## config.mk

```make
export PLATFORM = sky130hd
export DESIGN_NAME = multu_hilo_unit
export DESIGN_NICKNAME = d
export VERILOG_FILES = /design/src/rtl/multu_hilo_unit.sv
export SDC_FILE = /design/constraint.sdc
export NUM_CORES = 1
export LEC_CHECK = 0
export CORE_ASPECT_RATIO = 0.9
export CORE_MARGIN = 4
export CORE_UTILIZATION = 59
export CTS_CLUSTER_SIZE = 40
export DETAILED_ROUTE_END_ITERATION = 16
export PLACE_DENSITY = 0.86
export SYNTH_ARGS = -nofsm -noshare
export SYNTH_HDL_FRONTEND = slang
export SYNTH_SLANG_ARGS = --single-unit
```

## constraint.sdc

```tcl
create_clock -name clk -period 8.2 [get_ports clk]
set_clock_uncertainty 0.05 [all_clocks]
set_input_delay 0.82 -clock clk [delete_from_list [all_inputs] [get_ports clk]]
set_output_delay 0.82 -clock clk [all_outputs]
set_load 0.01 [all_outputs]
```

## src/rtl/multu_hilo_unit.sv

```systemverilog
// multu_hilo_unit: sequential shift-add unsigned multiplier with architectural HI/LO registers
module multu_hilo_unit #(
  parameter int WIDTH = 32
) (
  input  logic             clk,
  input  logic             rst,
  input  logic             mult_we,
  input  logic [WIDTH-1:0] a,
  input  logic [WIDTH-1:0] b,
  input  logic             hilo_rd,
  output logic [WIDTH-1:0] hi,
  output logic [WIDTH-1:0] lo,
  output logic             busy,
  output logic             done,
  output logic             stall
);
  localparam int CW = (WIDTH > 1) ? $clog2(WIDTH) : 1;
  typedef enum logic {IDLE, RUN} state_t;
  state_t           state_q;
  logic [CW-1:0]    cnt_q;
  logic [WIDTH-1:0] mcand_q, mplier_q, mplier_d, hi_q, lo_q;
  logic [WIDTH:0]   acc_q, acc_d, sum;
  logic             done_q;
  // one shift-add step; the adder carry lands in the accumulator so no product bit is lost
  always_comb begin
    sum = acc_q + {1'b0, (mplier_q[0] ? mcand_q : {WIDTH{1'b0}})};
    {acc_d, mplier_d} = {1'b0, sum, mplier_q[WIDTH-1:1]};
  end
  // IDLE/RUN sequencer; HI/LO are only written on the final step so partial products stay hidden
  always_ff @(posedge clk or posedge rst) begin
    if (rst) begin
      state_q  <= IDLE;
      cnt_q    <= '0;
      mcand_q  <= '0;
      mplier_q <= '0;
      acc_q    <= '0;
      hi_q     <= '0;
      lo_q     <= '0;
      done_q   <= 1'b0;
    end else if (state_q == IDLE) begin
      done_q <= 1'b0;
      if (mult_we) begin
        mcand_q  <= a;
        mplier_q <= b;
        acc_q    <= '0;
        cnt_q    <= CW'(WIDTH - 1);
        state_q  <= RUN;
      end
    end else begin
      acc_q    <= acc_d;
      mplier_q <= mplier_d;
      if (cnt_q == '0) begin
        hi_q    <= acc_d[WIDTH-1:0];
        lo_q    <= mplier_d;
        done_q  <= 1'b1;
        state_q <= IDLE;
      end else begin
        cnt_q <= cnt_q - 1'b1;
      end
    end
  end
  assign hi    = hi_q;
  assign lo    = lo_q;
  assign done  = done_q;
  assign busy  = (state_q == RUN);
  assign stall = busy & (mult_we | hilo_rd);
endmodule

```

# [Word level (Yosys, flattened, before mapping)]
# Cells that the tools add are included.
[classes] mux=13 eq_ne=2 n_bitwise=3 reduce_logical=5 addsub=2
[op_table] op="two-way mux 32 bit" n=3
[op_table] op="two-way mux 33 bit" n=2
[op_table] op="adder 33 x 32 -> 33 bit" n=1
[op_table] op="two-way mux 5 bit" n=3
[op_table] op="AND reduction 2 bit" n=3
[op_table] op="zero test 5 bit" n=1
[op_table] op="two-way mux 1 bit" n=5
[op_table] op="subtractor 5 x 1 -> 5 bit, second input constant" n=1
[op_table] op="!= test 2 x 1 -> 1 bit, second input constant" n=1
[op_table] op="!= test 2 bit, second input constant" n=1
[op_table] op="nonzero test 2 bit" n=1
[op_table] op="AND 1 bit" n=1
[op_table] op="NOT 1 bit" n=1
[op_table] op="OR 1 bit" n=1
[totals] regBits=168 elab_cells=33 output_inout_bits=67 input_bits=68

# [Logic depth before layout (Yosys ltp)]
# Gate-level depths: netlist (run 1).
[depth] ltp_word=3 mapped_depth=12 mapped_depth_nobuf=11

# [Worst setup path before layout (run 1)]
# No wires, ideal clock.
[synth_timing] kind="reg2reg" start="register mplier_q[0]" end="register hi_q[27] (netlist: hi[27])" period_less_slack_ps=2818 setup_ps=70 slack_ps=5382 path_buffers=1 arrival_ps=2699 path_stages_with_launch=13 cell_sequence="dfrtp_1 clkbuf_1 and2_1 ha_1 inv_1 fa_1 nor2b_1 o2111ai_1 a21boi_2 a211oi_2 o21a_4 or4_1 nand3_1"
[synth_between] elab_chain_len=2
[synth_rtl] element="from (decl)" line_no="21" text="logic [WIDTH-1:0] mcand_q, mplier_q, mplier_d, hi_q, lo_q;"
[synth_rtl] element="from (signal assigned)" line_no="51" text="mplier_q <= mplier_d;"
[synth_rtl] element="two-way mux 32 bit" line_no="26" text="sum = acc_q + {1'b0, (mplier_q[0] ? mcand_q : {WIDTH{1'b0}})};"
[synth_rtl] element="adder 33 x 32 -> 33 bit" line_no="26"
[synth_rtl] element="to (signal assigned)" line_no="53" text="hi_q <= acc_d[WIDTH-1:0];"
[synth_rtl] element="to (decl)" line_no="21"
# No other way between the ends.
# A chain may end at the register's enable or synchronous reset.

# [Worst setup path in the final report (run 1)]
# Same ends and word-level chain as after synthesis.

==> results by group, run 1 <==
Run status
  • Outcome: finished, final reports clean

Clock network
  • CTS H-tree depth: 4
  • CTS buffer count: 17
  • Clock Tree Root: clkbuf_16
  • Worst skew pair latency: approximately 0.44 ns
  • Sink Count: roughly 170
  • Clock slew at reported path FFs: 0.07 ns
  • Post-CTS Hold Fix Bufs: 0
  • Post-CTS sizing: 0
  • CTS tree: built
  • CTS max path bufs: 2
  • Setup bufs post-CTS: 0

Routing
  • Antenna Violating Nets Remaining: 0
  • Drt wl/cell: approximately 17 um
  • Final WL: ~22 mm
  • Vias: ~7500
  • Detail-routed via count per cell: 5.82
  • DR iter-0 viols: around 530
  • Drc violations: 0
  • DRT Pass-1 Iters: 6

Synthesis
  • Top-count cell post-synth: nand2_1
  • XOR/XNOR Fraction of Synth Area: under 10%
  • Synth Register Bits: 167
  • Ys async rst share: 100%
  • Post-synthesis mux area share: under 10%
  • Area share of the largest cell type after synthesis: between 40% and 50%
  • Mapped Nets: 1087
  • Synth cell count leaders: nand2_1, dfrtp_1, o21ai_0
  • Prevailing post-synth register cell: dfrtp_1
  • Yosys warns: 0
  • Main combinational cell family by area after synthesis: simple AND/OR/NAND/NOR gates
  • Syn Inst Count: slightly below 1000
  • Synth Cell Area: ~9000 sq um
  • EDFF count, synth: 0
  • Yosys cell types: 76
  • Register area share after synthesis: between 40% and 50%
  • Simple-gate share of the synthesized area: 22.3%
  • Adder-Cell Fraction of Synth Area: roughly 5%
  • Synth top area cells: dfrtp_1, nand2_1, ha_1
  • Synth area leader: dfrtp_1
  • Synth Area in Compound Gates: 14.7%
  • Average size of a mapped cell: 9.10 sq um

Finish
  • P&R area growth vs syn: 21.4%
  • ANT cells: 0
  • Final net count: ~1200
  • Layout cells sized above 1: under 10%

GRT
  • GR Overflow Total: 0
  • Largest net degree at the start of global routing: 102
  • Number of global-route vias before repair: 7250
  • First-pass GRT wire length: between 30 and 40 mm
  • Initial antenna violation count: 0
  • Gr usage total: 26.3%

Setup path
  • Worst-path maximum fanout: 33
  • Crit path arrival time: roughly 3.7 ns
  • Worst path required time: around 8.5 ns
  • Crit Path Class: flop to flop
  • Critical path launch point type: flop
  • Critical Path Sink Type: flop

Hold path
  • Worst Hold Class: flop to flop

Placement
  • PortBufs: 134
  • Pre-CTS setup slack: about 4.8 ns
  • Hpwl dp: 14.6 mm
  • Global placer's final weighted congestion: approximately 0.9

Power and ir drop
  • Power per cell area: slightly below 400 nW/um^2
  • P_leak: approximately 0.0052 uW
  • Max VDD drop: roughly 0.22 mV

Floorplan
  • Ports: ~140
  • Starting Density: between 60% and 70%
  • Die area: roughly 17000 sq um
  • Placeable Area: between 10000 and 15000 sq um
  • Cell Rows: 42
  • Die height: between 100 and 150 um
  • Width of the die: ~140 um

Timing
  • Fmax: around 0.29 GHz
  • Relative max-transition margin: between 40% and 50%
  • RSZ-0062 raised after global routing: no
  • Setup ws final: between 4 and 5 ns
  • Period utilization: between 40% and 50%
  • Tmin final: around 3.4 ns
  • Final-report max-slew violation count: 0
  • Setup violators final: 0
  • Setup TNS Final: 0 ns
  • Final hold vios: 0
  • Worst-Margin Slew: 0.880 ns

Flow run
  • MaxCap Viol Count: 0
==> layout make-up <==
cell class                      count  area [sq um]
Clock buffer                       17           425
Sequential cell                   167          4180
Timing Repair Buffer              141          1390
Clock inverter                     15           155
Inverter                           13          53.8
Tap cell                          198           248
Fill cell                        1063          3900
Multi-Input combinational cell    747          4420
==> critical path, stage by stage, from the launching register on <==
cell	delay, ns
dfrtp_1	0.90
and2_1	0.24
ha_1	0.17
inv_1	0.05
fa_1	0.39
nor2b_1	0.17
o2111ai_1	0.18
a21boi_2	0.26
a211oi_2	0.14
o21a_4	0.27
or4_1	0.46
nand3_1	0.07
==> path summary, 6_finish.rpt <==
kind	slack [ns]	endpoint	cells after the start	startpoint
worst max-delay path	4.78	hi[27]	11	mplier_q[0]
worst min-delay path	0.42	mcand_q[2]	2	mcand_q[2]
worst max register to register	4.78	hi[27]	11	mplier_q[0]
worst min register to register	0.42	mcand_q[2]	2	mcand_q[2]
max in group asynchronous	5.79	busy	3	rst
min in group asynchronous	0.92	lo[23]	2	rst
==> report_power, final <==
group          internal, uW  total (uW)  switching [uW]
Combinational           862        1940            1080
Clock                   431         801             370
Sequential             1190        1450             261
==> metal layers <==
metal / up-vias / global-route usage [%] / wire length (um)
met1: 3659 / 37.0 / 9950
met5: - / 0 / 0
met4: 0 / 7.38 / 453
met2: 262 / 41.5 / 10500
li1: 3582 / - / -
met3: 46 / 5.21 / 1330
==> state kept, by name (all words and copies together), names as in the netlist <==
signal    count
acc_q        32
hi           32
lo           32
mcand_q      32
mplier_q     32
cnt_q         5
busy          1
done          1
==> cell usage in the layout, fill, tap and decap left out, types with 4 or more instances in the layout <==
master	n
buf_4	7
nor3_1	13
and2_1	35
and3_1	4
and4_1	4
or4_1	5
clkbuf_16	17
xnor2_1	15
o31ai_1	6
ha_1	34
nand2b_1	4
o21ai_0	52
o21a_1	11
a21oi_1	37
dfrtp_1	166
nand3_1	17
nor2_1	34
mux2_2	9
a22o_1	18
mux2i_1	34
xor2_1	9
inv_6	10
o21bai_1	4
a21o_1	10
clkdlybuf4s50_1	133
o21ai_1	12
nand4_1	15
nand2_1	302
inv_1	12
==> cell families (layout without fill, tap and decap cells) <==
| kind of cell | count (synthesis) | after routing |
|---|---|---|
| XOR/XNOR | 24 | 24 |
| adder cells (fa/ha/maj) | 35 | 35 |
| multiplexers | 43 | 43 |
| buffers and inverters | 70 | 186 |
| flip-flops | 167 | 167 |
| AND/OR/NAND/NOR | 452 | 452 |
| AO/OA/AOI/OAI | 193 | 193 |
==> through the flow <==
stage / cell area (sq um) / total power (uW) / utilization, % / std cells / hold slack [ns]
2_1_floorplan: 8950 / 2780 / - / 984 / 0.388
3_3_place_gp: 10300 / 3300 / 69.7 / 1266 / 0.402
3_5_place_dp: 10300 / 3360 / 69.7 / 1266 / 0.407
4_1_cts: 10900 / 4180 / 73.6 / 1298 / 0.423
5_1_grt: 10900 / 4470 / 73.6 / 1298 / 0.444
6_report: 10900 / 4190 / 73.6 / 1298 / 0.422
Note: power is estimated with default switching activity, not from simulation.
==> run 2, diff against run 1 <==
--- a/config.mk
+++ b/config.mk
@@ -7,10 +7,10 @@
 export LEC_CHECK = 0
 export CORE_ASPECT_RATIO = 0.9
 export CORE_MARGIN = 4
-export CORE_UTILIZATION = 59
+export CORE_UTILIZATION = 55
 export CTS_CLUSTER_SIZE = 40
 export DETAILED_ROUTE_END_ITERATION = 16
-export PLACE_DENSITY = 0.86
+export PLACE_DENSITY = 0.81
 export SYNTH_ARGS = -nofsm -noshare
 export SYNTH_HDL_FRONTEND = slang
 export SYNTH_SLANG_ARGS = --single-unit
==> constraint.sdc (replaced) <==
create_clock -name clk -period 3.4 [get_ports clk]
set_clock_uncertainty 0.05 [all_clocks]
set_input_delay 0.34 -clock clk [delete_from_list [all_inputs] [get_ports clk]]
set_output_delay 0.34 -clock clk [all_outputs]
set_load 0.01 [all_outputs]
==> results by group, run 2 (synthesized netlist as in run 1, its figures left out) <==
Floorplan
  • Starting Density: 57.0% (-3.6 points)
  • Ports: 135 (unchanged)
  • Width of the die: 142 um (+3.4%)
  • Die area: 18400 sq um (+6.8%)
  • Cell Rows: 43 (+2.4%)
  • Placeable Area: 15700 sq um (+6.4%)
  • Die height: 129 um (+3.3%)

GRT
  • Initial antenna violation count: 0 (unchanged)
  • Number of global-route vias before repair: 7508 (+3.6%)
  • Gr usage total: 25.5% (-0.81 points)
  • GR Overflow Total: 0 (unchanged)
  • First-pass GRT wire length: 37.8 mm (+4.3%)
  • Largest net degree at the start of global routing: 134 (+31%)

Setup path
  • Worst Reg-to-Reg Cells: 12 (+1)
  • Crit Path Class: flop to flop
  • CP Cell Sequence: buf_4, and2_1, ha_1, inv_1, fa_1, nor2b_1, o2111ai_1, a21boi_2, a211oi_2, o21a_4, or4_1, nand3_1
  • CP peak stage delay: 0.47 ns (-0.43 ns)
  • Crit path arrival time: 3.42 ns (-0.32 ns)
  • Crit path max-delay family: compound AO/OA/AOI/OAI gates
  • CP max stage cell: or4_1
  • Critical path launch point type: flop
  • Worst-path maximum fanout: 13 (-61%)
  • CP Depth: 12 (+1)
  • Worst path required time: 3.72 ns (-4.80 ns)
  • Critical Path Sink Type: flop
  • WP buf/inv: 2 (+1)

Routing
  • Drc violations: 0 (unchanged)
  • DR top layer: met4
  • Final WL: 22.7 mm (+2.3%)
  • DR iter-0 viols: 640 (+21%)
  • DRT Pass-1 Iters: 6 (unchanged)
  • WL met1: 10.7 mm (+7.5%)
  • Antenna Violating Nets Remaining: 0 (unchanged)
  • Routed wl met3: 1.11 mm (-16%)
  • Drt wl/cell: 17.3 um (+1.3%)
  • Detail-routed via count per cell: 5.75 (-1.1%)
  • WL met2: 10.4 mm (-1.1%)
  • Vias: 7542 (-0.093%)

Finish
  • Non-filler cells, final: 1311 (+1.0%)
  • Multi-input combinational cell area: 4420 sq um (unchanged)
  • FF+latch area: 4180 sq um (unchanged)
  • Final net count: 1199 (+0.76%)
  • Filler cells: 1226 (+15%)
  • Commonest non-fill, non-tap cell in the layout: nand2_1
  • Design Area, Final: 10900 sq um (+0.72%)
  • ANT cells: 0 (unchanged)
  • P&R area growth vs syn: 22.3%
  • Commonest non-fill, non-tap cells in the layout: nand2_1, dfrtp_1, clkdlybuf4s50_1
  • Layout cells sized above 1: 7.30% (+0.76 points)

Clock network
  • Clock Tree Root: clkbuf_16
  • CTS buffer count: 17 (unchanged)
  • Worst skew pair latency: 0.44 ns (about the same)
  • Sink Count: 167 (unchanged)
  • CTS max path bufs: 2 (unchanged)
  • Post-CTS sizing: 0 (unchanged)
  • Post-CTS Hold Fix Bufs: 0 (unchanged)
  • CTS H-tree depth: 4 (unchanged)
  • Setup bufs post-CTS: 0 (unchanged)
  • CTS tree: built
  • Clock slew at reported path FFs: 0.08 ns (about the same)

Timing
  • Final hold vios: 0 (unchanged)
  • Setup violators final: 0 (unchanged)
  • Worst-Margin Slew: 0.778 ns (-0.102 ns)
  • RSZ-0062 raised after global routing: no
  • Final-report max-slew violation count: 0 (unchanged)
  • Setup TNS Final: 0 ns (unchanged)
  • Period utilization: 91.4% (+50 points)
  • Relative max-transition margin: 48.1% (+6.9 points)
  • Setup ws final: 0.291 ns (-4.49 ns)
  • Fmax: 0.322 GHz (+10%)
  • Tmin final: 3.11 ns (-0.310 ns)

Placement
  • Global placer's final weighted congestion: 0.953 (+2.8%)
  • Placement Cell Area: 10400 sq um (+0.81%)
  • PortBufs: 134 (unchanged)
  • Placed cell count: 1279 (+1.0%)
  • Hpwl dp: 15.6 mm (+6.9%)
  • Pre-CTS setup slack: 0.333 ns (-4.45 ns)

Power and ir drop
  • Power per cell area: 924 nW/um^2 (+140%)
  • P_leak: 0.00526 uW (+0.84%)
  • Max VDD drop: 0.556 mV (+150%)
  • Final Power: 10100 uW (+140%)

Run status
  • Outcome: finished, final reports clean

Flow run
  • MaxCap Viol Count: 0 (unchanged)

Hold path
  • Worst Hold Class: input port to asynchronous set/reset pin
==> run 2: cell types whose count changed in the layout (fill, tap and decap cells not counted) <==
cell,delta
inv_8,+3
buf_12,+1
inv_6,-6
clkinv_4,+3
buf_4,+8
clkinv_8,+1
bufinv_16,-1
==> run 2: metal layers <==
metal  track usage, %  up-vias
met3             4.80       45
li1                 -     3596
met5                0        -
met2             38.9      256
met1             36.9     3645
met4             8.44        0
==> run 2: worst paths after layout <==
kind	slack (ns)	endpoint	from
min in group clk	0.38	mcand_q[11]	a[11]
setup / recovery	0.29	hi[27]	mplier_q[0]
hold / removal	0.36	mplier_q[20]	rst
hold reg to reg	0.43	lo[22]	lo[22]
setup reg to reg	0.29	hi[27]	mplier_q[0]
max in group asynchronous	2.28	hi[21]	rst
==> run 2: layout make-up <==
class / instances / share of cell area, %
repair buffers: 150 / 13.4
well taps: 202 / 2.31
multi-input cells: 747 / 40.4
clock buffers: 17 / 3.89
clock inverters: 15 / 1.37
flip-flops and latches: 167 / 38.2
inverters: 13 / 0.480
==> run 2: power breakdown <==
group | total [uW] | switching, uW | internal (uW)
Clock | 1890 | 913 | 979
Combinational | 4790 | 2670 | 2120
Sequential | 3430 | 562 | 2870
Total | 10100 | 4150 | 5970
==> run 2: worst min-delay path, delay by kind of cell <==
| kind | cells | cell delay (ns) |
|---|---|---|
| buf+inv | 3 | 0.94 |
==> run 2: metrics by stage <==
stage          hold slack [ns]  utilization, %
5_1_grt                  0.376            69.7
3_5_place_dp             0.410            66.0
6_report                 0.364            69.7
2_1_floorplan            0.388               -
3_3_place_gp             0.407            66.0
4_1_cts                  0.368            69.7
==> run 3, diff against run 2 <==
==> constraint.sdc (replaced) <==
create_clock -name clk -period 3.5 [get_ports clk]
set_clock_uncertainty 0.05 [all_clocks]
set_input_delay 0.35 -clock clk [delete_from_list [all_inputs] [get_ports clk]]
set_output_delay 0.35 -clock clk [all_outputs]
set_load 0.01 [all_outputs]
==> results by group, run 3 (synthesized netlist as in run 1, its figures left out) <==
Clock network
  • Clock slew at reported path FFs: 0.07 ns (about the same)
  • Sink Count: 167 (unchanged)
  • CTS max path bufs: 2 (unchanged)
  • Clock Tree Root: clkbuf_16
  • CTS H-tree depth: 4 (unchanged)
  • Worst skew pair latency: 0.43 ns (about the same)
  • CTS tree: built
  • Setup bufs post-CTS: 0 (unchanged)
  • Post-CTS Hold Fix Bufs: 0 (unchanged)
  • Post-CTS sizing: 0 (unchanged)
  • CTS buffer count: 17 (unchanged)

GRT
  • Gr usage total: 25.0% (-0.45 points)
  • First-pass GRT wire length: 37.3 mm (-1.2%)
  • Number of global-route vias before repair: 7506 (-0.027%)
  • Largest net degree at the start of global routing: 95 (-29%)
  • Initial antenna violation count: 0 (unchanged)
  • GR Overflow Total: 0 (unchanged)

Finish
  • Final net count: 1196 (-0.25%)
  • P&R area growth vs syn: 22.3% (about the same)
  • Multi-input combinational cell area: 4420 sq um (unchanged)
  • Filler cells: 1187 (-3.2%)
  • ANT cells: 0 (unchanged)
  • Layout cells sized above 1: 7.05% (-0.25 points)
  • Commonest non-fill, non-tap cells in the layout: nand2_1, dfrtp_1, clkdlybuf4s50_1
  • FF+latch area: 4180 sq um (unchanged)
  • Commonest non-fill, non-tap cell in the layout: nand2_1

Power and ir drop
  • Power per cell area: 896 nW/um^2 (-3.0%)
  • P_leak: 0.00525 uW (-0.14%)
  • Max VDD drop: 0.562 mV (+1.1%)
  • Final Power: 9810 uW (-3.0%)

Timing
  • Relative max-transition margin: 46.7% (-1.4 points)
  • Worst hold margin: 0.288 ns (-0.0760 ns)
  • Setup violators final: 0 (unchanged)
  • Final hold vios: 0 (unchanged)
  • Worst-Margin Slew: 0.799 ns (+0.0206 ns)
  • Fmax: 0.319 GHz (-0.85%)
  • RSZ-0062 raised after global routing: no
  • Tmin final: 3.14 ns (+0.0267 ns)
  • Final-report max-slew violation count: 0 (unchanged)
  • Setup TNS Final: 0 ns (unchanged)
  • Period utilization: 89.6% (-1.9 points)
  • Setup ws final: 0.365 ns (+0.0733 ns)

Placement
  • Pre-CTS setup slack: 0.385 ns (+0.0520 ns)
  • Hpwl dp: 15.7 mm (+0.66%)
  • Global placer's final weighted congestion: 0.910 (-4.6%)
  • PortBufs: 134 (unchanged)

Routing
  • DR iter-0 viols: 669 (+4.5%)
  • Drt wl/cell: 17.3 um (-0.34%)
  • Vias: 7501 (-0.54%)
  • Antenna Violating Nets Remaining: 0 (unchanged)
  • DRT Pass-1 Iters: 7 (+1)
  • Final WL: 22.6 mm (-0.57%)
  • Drc violations: 0 (unchanged)
  • Detail-routed via count per cell: 5.73 (-0.32%)

Floorplan
  • Starting Density: 57.0% (unchanged)
  • Ports: 135 (unchanged)
  • Width of the die: 142 um (unchanged)
  • Placeable Area: 15700 sq um (unchanged)
  • Cell Rows: 43 (unchanged)
  • Die area: 18400 sq um (unchanged)
  • Die height: 129 um (unchanged)

Setup path
  • Critical Path Sink Type: flop
  • Crit path arrival time: 3.45 ns (+0.03 ns)
  • CP peak stage delay: 0.47 ns (about the same)
  • CP Cell Sequence: buf_4, and2_1, ha_1, inv_1, fa_1, nor2b_1, o2111ai_1, a21boi_2, a211oi_2, o21a_4, or4_1, nand3_1
  • Worst-path maximum fanout: 32 (+19)
  • Critical path launch point type: flop
  • Crit Path Class: flop to flop
  • CP max stage cell: or4_1
  • Worst path required time: 3.81 ns (+0.09 ns)

Flow run
  • MaxCap Viol Count: 0 (unchanged)

Run status
  • Outcome: finished, final reports clean

Hold path
  • Worst Hold Class: input port to asynchronous set/reset pin
==> run 3: per-layer routing <==
| metal | part of all wire [%] | routed length [um] | GRT usage [%] | vias to the layer above |
|---|---|---|---|---|
| li1 | - | - | - | 3593 |
| met1 | 45 | 10200 | 35.1 | 3646 |
| met2 | 48 | 10800 | 40.6 | 232 |
| met3 | 5.4 | 1230 | 4.06 | 30 |
| met4 | 1.6 | 365 | 7.21 | 0 |
| met5 | 0 | 0 | 0 | - |
==> run 3: stage by stage <==
stage	std cells	util (%)	area (sq um)
after floorplan	984	-	8960
after global placement	1276	66.0	10400
after detailed placement	1276	66.0	10400
after CTS	1308	69.7	10900
after global routing	1308	69.7	10900
final	1308	69.7	10900
==> run 3: power by group <==
group	leakage, uW	switching, uW	internal, uW	total (uW)
combinational	0.00284	2600	2040	4640
clock	0.000284	885	954	1840
sequential	0.00213	544	2790	3330
==> run 3: worst max-delay path: cells and delay by family (launching register included) <==
family	cells	cell delay [ns]
buffers and inverters	2	0.35
AO/OA/AOI/OAI	4	0.88
adder cells (fa/ha/maj)	2	0.55
flip-flops	1	0.35
AND/OR/NAND/NOR	4	0.90
==> run 3: worst paths after layout <==
path | from | endpoint | slack [ns] | cells after the start
setup / recovery | mplier_q[0] | hi[27] | 0.36 | 12
hold / removal | rst | lo[21] | 0.29 | 2
setup reg to reg | mplier_q[0] | hi[27] | 0.36 | 12
hold reg to reg | mcand_q[14] | mcand_q[14] | 0.42 | 2
max in group asynchronous | rst | mcand_q[14] | 2.23 | 3
min in group clk | a[11] | mcand_q[11] | 0.39 | 3
==> run 3: final cells by class <==
type / instances / share of cell area, %
sequential: 167 / 38.2
timing repair buffer: 147 / 13.3
inverter: 13 / 0.480
clock buffer: 17 / 3.89
clock inverter: 15 / 1.44
tap: 202 / 2.31
multi-input combinational: 747 / 40.4
